<file path="src/rtl/add_round_key_seq.sv">
// AES AddRoundKey: XORs a BLOCK_W state with a stored round key, LANE_W bits per cycle.
// Latency: out_valid rises BEATS edges after the acceptance edge.
// Backpressure: result held in DONE until out_ready; in_ready only while IDLE.
module add_round_key_seq #(
    parameter int BLOCK_W  = 128,
    parameter int LANE_W   = 32,
    parameter int NUM_KEYS = 11,
    parameter int KA_W     = $clog2(NUM_KEYS)
) (
    input  logic               clk,
    input  logic               rst,
    input  logic               key_we,
    input  logic [KA_W-1:0]    key_addr,
    input  logic [BLOCK_W-1:0] key_data,
    input  logic               in_valid,
    output logic               in_ready,
    input  logic [BLOCK_W-1:0] in_data,
    input  logic [KA_W-1:0]    in_round,
    input  logic               in_bypass,
    output logic               out_valid,
    input  logic               out_ready,
    output logic [BLOCK_W-1:0] out_data,
    output logic               out_err
);
    localparam int BEATS = BLOCK_W / LANE_W;
    localparam int CNT_W = (BEATS > 1) ? $clog2(BEATS) : 1;
    localparam logic [KA_W:0]    KEY_LIMIT = (KA_W + 1)'(NUM_KEYS);
    localparam logic [CNT_W-1:0] LAST_BEAT = CNT_W'(BEATS - 1);

    localparam logic [1:0] S_IDLE = 2'd0;
    localparam logic [1:0] S_RUN  = 2'd1;
    localparam logic [1:0] S_DONE = 2'd2;

    logic [1:0]         state;
    logic [CNT_W-1:0]   cnt;
    logic [BLOCK_W-1:0] data_q;
    logic [BLOCK_W-1:0] key_q;
    logic               err_q;
    logic [BLOCK_W-1:0] key_mem [NUM_KEYS];
    logic [BLOCK_W-1:0] sel_key;
    logic               round_oor;
    logic               accept;
    logic               key_wr_ok;

    assign round_oor = ({1'b0, in_round} >= KEY_LIMIT);
    assign key_wr_ok = key_we && ({1'b0, key_addr} < KEY_LIMIT);
    assign in_ready  = (state == S_IDLE) && !rst;
    assign accept    = in_valid && in_ready;

    assign out_valid = (state == S_DONE);
    assign out_data  = data_q;
    assign out_err   = err_q;

    // Key is copied at acceptance, so later slot writes never touch an in-flight block.
    always_comb begin
        sel_key = '0;
        if (!in_bypass && !round_oor) begin
            sel_key = key_mem[in_round];
        end
    end

    always_ff @(posedge clk) begin
        if (rst) begin
            for (int i = 0; i < NUM_KEYS; i++) begin
                key_mem[i] <= '0;
            end
        end else if (key_wr_ok) begin
            key_mem[key_addr] <= key_data;
        end
    end

    always_ff @(posedge clk) begin
        if (rst) begin
            state  <= S_IDLE;
            cnt    <= '0;
            data_q <= '0;
            key_q  <= '0;
            err_q  <= 1'b0;
        end else begin
            case (state)
                S_IDLE: begin
                    if (accept) begin
                        data_q <= in_data;
                        key_q  <= sel_key;
                        err_q  <= round_oor && !in_bypass;
                        cnt    <= '0;
                        state  <= S_RUN;
                    end
                end
                S_RUN: begin
                    for (int n = 0; n < BEATS; n++) begin
                        if (cnt == CNT_W'(n)) begin
                            data_q[n*LANE_W +: LANE_W] <= data_q[n*LANE_W +: LANE_W]
                                                        ^ key_q[n*LANE_W +: LANE_W];
                        end
                    end
                    if (cnt == LAST_BEAT) begin
                        cnt   <= '0;
                        state <= S_DONE;
                    end else begin
                        cnt <= cnt + CNT_W'(1);
                    end
                end
                S_DONE: begin
                    if (out_ready) begin
                        state <= S_IDLE;
                    end
                end
                default: state <= S_IDLE;
            endcase
        end
    end
endmodule

</file>
<file path="config.mk">
export PLATFORM = sky130hd
export DESIGN_NAME = add_round_key_seq
export DESIGN_NICKNAME = d
export VERILOG_FILES = /design/src/rtl/add_round_key_seq.sv
export SDC_FILE = /design/constraint.sdc
export NUM_CORES = 2
export LEC_CHECK = 0
export CAP_MARGIN = 20
export CORE_UTILIZATION = 30
export DETAILED_ROUTE_END_ITERATION = 6
export GPL_ROUTABILITY_DRIVEN = 0
export SYNTH_ARGS = -nofsm -noshare
export SYNTH_HDL_FRONTEND = slang
export SYNTH_SLANG_ARGS = --single-unit
</file>
<file path="constraint.sdc">
create_clock -name clk -period 6.4 [get_ports clk]
set_input_delay 0.96 -clock clk [delete_from_list [all_inputs] [get_ports clk]]
set_output_delay 0.96 -clock clk [all_outputs]
set_load 0.01 [all_outputs]
</file>
-- After elaboration in Yosys (flattened, before gate mapping)
Memory sizes are Yosys's and may differ from the RTL's.
Cells that the tools add are included.
- add/subtract/negate cells: 1
- multipliers: 0
- div/mod/pow operators: 0
- $lt $le $gt $ge: 2
- equal/unequal tests: 11
- shift-type cells: 0
- multiplexer cells: 22
- bitwise operators: 4
- reductions and logical operators: 19
- operator list (cell ; count):
    2-to-1 mux 128 bit ; 3
    one-hot mux 128 bit (2 select lines) ; 1
    2-to-1 mux 32 bit ; 4
    OR reduction 128 bit ; 1
    XOR 32 bit ; 4
    AND reduction 3 bit ; 5
    2-to-1 mux 2 bit ; 5
    != test 2 bit, second input constant ; 5
    == test 2 bit, second input constant ; 3
    2-to-1 mux 1 bit ; 6
    one-hot mux 2 bit (3 select lines) ; 1
    logical AND 1 bit ; 5
    == test 2 x 1 -> 1 bit, second input constant ; 2
    >= comparator 4 bit, second input constant ; 1
    logical NOT 2 bit ; 2
    < comparator 4 bit, second input constant ; 1
    2-to-1 mux 4 bit ; 1
    one-hot mux 2 bit (2 select lines) ; 1
    AND reduction 2 bit ; 2
    logical NOT 1 bit ; 3
    adder 2 x 1 -> 2 bit, second input constant ; 1
    != test 2 x 1 -> 1 bit, second input constant ; 1
    nonzero test 2 bit ; 1
- bits in registers: 261
- latch bits: 0
- RAM bits: 1408
- bits in read-only memories: 0
- input bits: 270
- output and inout bits: 131
- word-level logic and storage cells: 68
- memories kept: 1
- memory list (memory ; words ; width ; read ports ; clocked after memory_dff ; wr ports ; line ; text):
    key_mem ; 11 ; 128 ; 1 ; 0 ; 11 ; 39 ; logic [BLOCK_W-1:0] key_mem [NUM_KEYS];

-- Logic depth before layout (Yosys ltp)
- depth in word-level cells: 7
- mapped depth: 8

-- Worst setup path after synthesis
Ideal clock, no wire load.
- kind: input-to-reg
- start point: in key_addr[0]
- end point: mem key_mem[5][0], enable pin
- arrival: 4.662 ns
- path slack: 1.229 ns
- stages on the path: 5
- buffers on the path: 1
- cell sequence: clkbuf_1 a21o_1 a21oi_1 nand4b_1 nand2b_1
- RTL lines (element ; line ; text):
    start: declaration ; 13 ; input logic [KA_W-1:0] key_addr,
    end: declaration ; 39 ;

-- Final worst setup path
- start point: reg state[1]
- end point: out in_ready
- cells in the longest elaborated chain, start to end: 2
- RTL lines (element ; line ; text):
    start: declaration ; 34 ; logic [1:0] state;
    start signal: assignment ; 74 ; state <= S_IDLE;
    start signal: assignment ; 87 ; state <= S_RUN;
    start signal: assignment ; 99 ; state <= S_DONE;
    logical NOT 2 bit ; 47 ; assign in_ready = (state == S_IDLE) && !rst;
    logical AND 1 bit ; 47 ;
    end: declaration ; 16 ; output logic in_ready,
Every way passes these cells.

==> run metrics <==
GR Layer Usage met3 0.0278; critical path's slowest cell buf_4; Worst Path Required 5440 ps; Pwr Density 303 mW/mm2; Setup CP Type register to primary output; Synth area leader edfxtp_1; FP Rows 206; GRT met1 Usage 0.206; initial antenna violation count 52; CP startpoint kind register; Worst path max stage delay 840 ps; Fin. Hold Viols 0; relative slew slack 0.229; max frequency 240 MHz; DRT antenna net count 0; hpwl dp 158,000 um; Starting Density 0.302; Cells after Synth 6,431; top cells by area, synth edfxtp_1 (61%), mux4_2 (12%), dfxtp_1 (8.2%), nor2_1 (5.8%), a21oi_1 (2.1%); status completed; Peak VDD IR 287 uV; Post-Syn Area 0.0953 mm2; Simple-Gate Fraction of Synth Area 0.0944; routed wire length per instance 22.9 um; clock share of power 0.424; main flop type after synthesis edfxtp_1; final setup fails 0; sequential fraction of the synthesis area 0.687; drc violations 0; DRT iter0 DRCs 5,383; Worst Tran Pin Value 1160 ps; Vias/cell 4.92; RSZ-0062 raised after global routing false; Area Overhead vs Synth 20.4%; worst hold slack 453 ps; Async SR Flop Fraction 0; syn avg cell area 14.8 um2; post-layout net count 7,575; placed cell count 11,214; Root Buffer clkbuf_16; Combinational Power Share 0.075; # hold bufs at CTS 0; fillcell total 29,914; Switching Power 0.00784 W; Period minus WS final 4160 ps; post-synthesis compound-gate area fraction 0.0412; die width 566 um; CP max FO 61; largest family of logic cells by synthesized area multiplexers; P_int 0.0269 W; vias in the first global route 58,910; via count 57,551; worst hold path type register to register; Setup Fix Bufs, Post-CTS 0; Worst EP arrival 3200 ps; adder-cell area share of the yosys netlist 0.000525; Max-Cap Viols 0; first-pass GRT wire length 388,000 um; sequential share of power 0.501; Slew Viols, Final 0; Static Leak 38.9 nW; top post-synthesis cells by count edfxtp_1 (1,920), nor2_1 (1,461), mux4_2 (512), a21oi_1 (392), dfxtp_1 (389); die height 566 um; Cell Chain, Critical Path buf_4 -> nor3_1 -> clkdlybuf4s50_1; post-CTS sizing 0; Yosys reg bits 2,309; post-synth top area share 0.605; xor/xnor share of the synthesized area 0; distinct cell type count after synthesis 40; DIE AREA 0.320 mm2; TritonCTS clock tree yes; post-synthesis mux area share 0.150; clock buffer depth 4; Tcrit/Tclk final 0.650; met2 Track Usage GR 0.289; number of iterations in the first detailed-routing pass 5; gr usage total 0.164; CORE AREA 0.315 mm2; gr ovfl total 0; layout cells sized above 1 0.171; Skew-Pair Late Insertion Delay 940 ps; Sw Share 0.226; Ports 401; drt total wl 268,000 um; Synth Warn # 0; Inserted Clock Buffers 244; CTS clock-pin slew for the worst setup and hold paths 60 ps; busiest grt layer met2; largest net degree at the start of global routing 129; Worst Setup End Kind primary output; H-tree depth 4; number of port buffers 400; EDFF count, synth 1,920; final non-filler cell total 11,688; setup TNS 0 ps; clock skew 64.4 ps; top-count cell post-synth edfxtp_1; clock sinks 2,309
-- power groups by stage --
stage                     logic, W  registers (W)  clock network (W)
after CTS                  0.00263         0.0174             0.0150
after global placement     0.00259         0.0177                  0
after floorplan            0.00163         0.0177                  0
final                      0.00261         0.0174             0.0147
after detailed placement   0.00262         0.0177                  0
after global routing       0.00281         0.0175             0.0155
-- worst max-delay path, delay by kind of cell (launching register included) --
| family | cells | cell delay, ps |
|---|---|---|
| buf+inv | 2 | 1360 |
| flops | 1 | 680 |
| simple gates | 1 | 140 |
-- final timing paths --
path	from	to	slack, ps	depth (start not counted)
worst min register to register	key_mem[10][100]$_SDFFE_PP0P_	key_mem[10][100]$_SDFFE_PP0P_	450	2
worst max-delay path	state[1]$_SDFFE_PP0P_	in_ready	2240	3
worst max register to register	state[1]$_SDFFE_PP0P_	out_data[45]$_SDFFE_PP0P_	2650	6
worst min-delay path	key_mem[10][100]$_SDFFE_PP0P_	key_mem[10][100]$_SDFFE_PP0P_	450	2
-- layout by cell type, fill, tap and decap left out, types with 7 or more instances in the layout --
cell type           n
edfxtp_1         1920
diode_2            14
clkinv_2           41
nor2_1           1460
a21oi_1           387
mux2i_1           128
conb_1            640
nand2_1           210
nand3_1            81
or2_2             128
clkbuf_8           21
a221o_1           128
clkdlybuf4s50_1   396
clkbuf_1           55
clkinvlp_4         14
bufinv_16          32
mux2_2            128
clkinv_1           29
clkinv_16           7
mux4_2            512
inv_1             131
buf_12             37
nor4bb_1          128
dfxtp_1           387
buf_4              68
nand2b_4           11
clkbuf_16         245
o21ai_0           128
-- layer usage --
metal  vias to the layer above  routed length [um]  share of wire
met2                      2244              135000           0.50
li1                      25128                   -              -
met5                         -                  95        0.00035
met3                       419               20800          0.078
met4                        16                8210          0.031
met1                     29744              104000           0.39
-- kinds of logic (layout without fill, tap and decap cells) --
kind of cell / Yosys count / after routing
AO/OA/AOI/OAI: 654 / 654
adder cells (fa/ha/maj): 4 / 4
AND/OR/NAND/NOR: 2043 / 2043
multiplexers: 768 / 768
buffers and inverters: 652 / 1096
other: 1 / 654
flip-flops: 2309 / 2309
-- final cells by class --
| type | instances | area, um2 | share of cell area |
|---|---|---|---|
| sequential | 2309 | 65500 | 0.571 |
| multi-input combinational | 4109 | 29900 | 0.260 |
| clock buffer | 321 | 6630 | 0.0578 |
| timing repair buffer | 506 | 5280 | 0.0460 |
| tap | 4160 | 5200 | 0.0454 |
| clock inverter | 138 | 1750 | 0.0153 |
| inverter | 131 | 492 | 0.00429 |
| antenna | 14 | 35.0 | 0.000305 |
-- registers in the layout (all words and copies together) (netlist names) --
name and count:
key_q 128, cnt 2, key_mem 2048, state 2, out_data 128, out_err 1
-- stage by stage --
stage | instance area [um2] | utilization | worst slack (ps) | total power [W]
detailed placement | 106000 | 0.337 | 1520 | 0.0204
CTS | 115000 | 0.363 | 2200 | 0.0350
global placement | 106000 | 0.337 | 1570 | 0.0203
floorplan | 97700 | - | 1230 | 0.0193
global route | 115000 | 0.364 | 2130 | 0.0358
finish | 115000 | 0.364 | 2240 | 0.0347
Power figures use the tool's default switching activity.
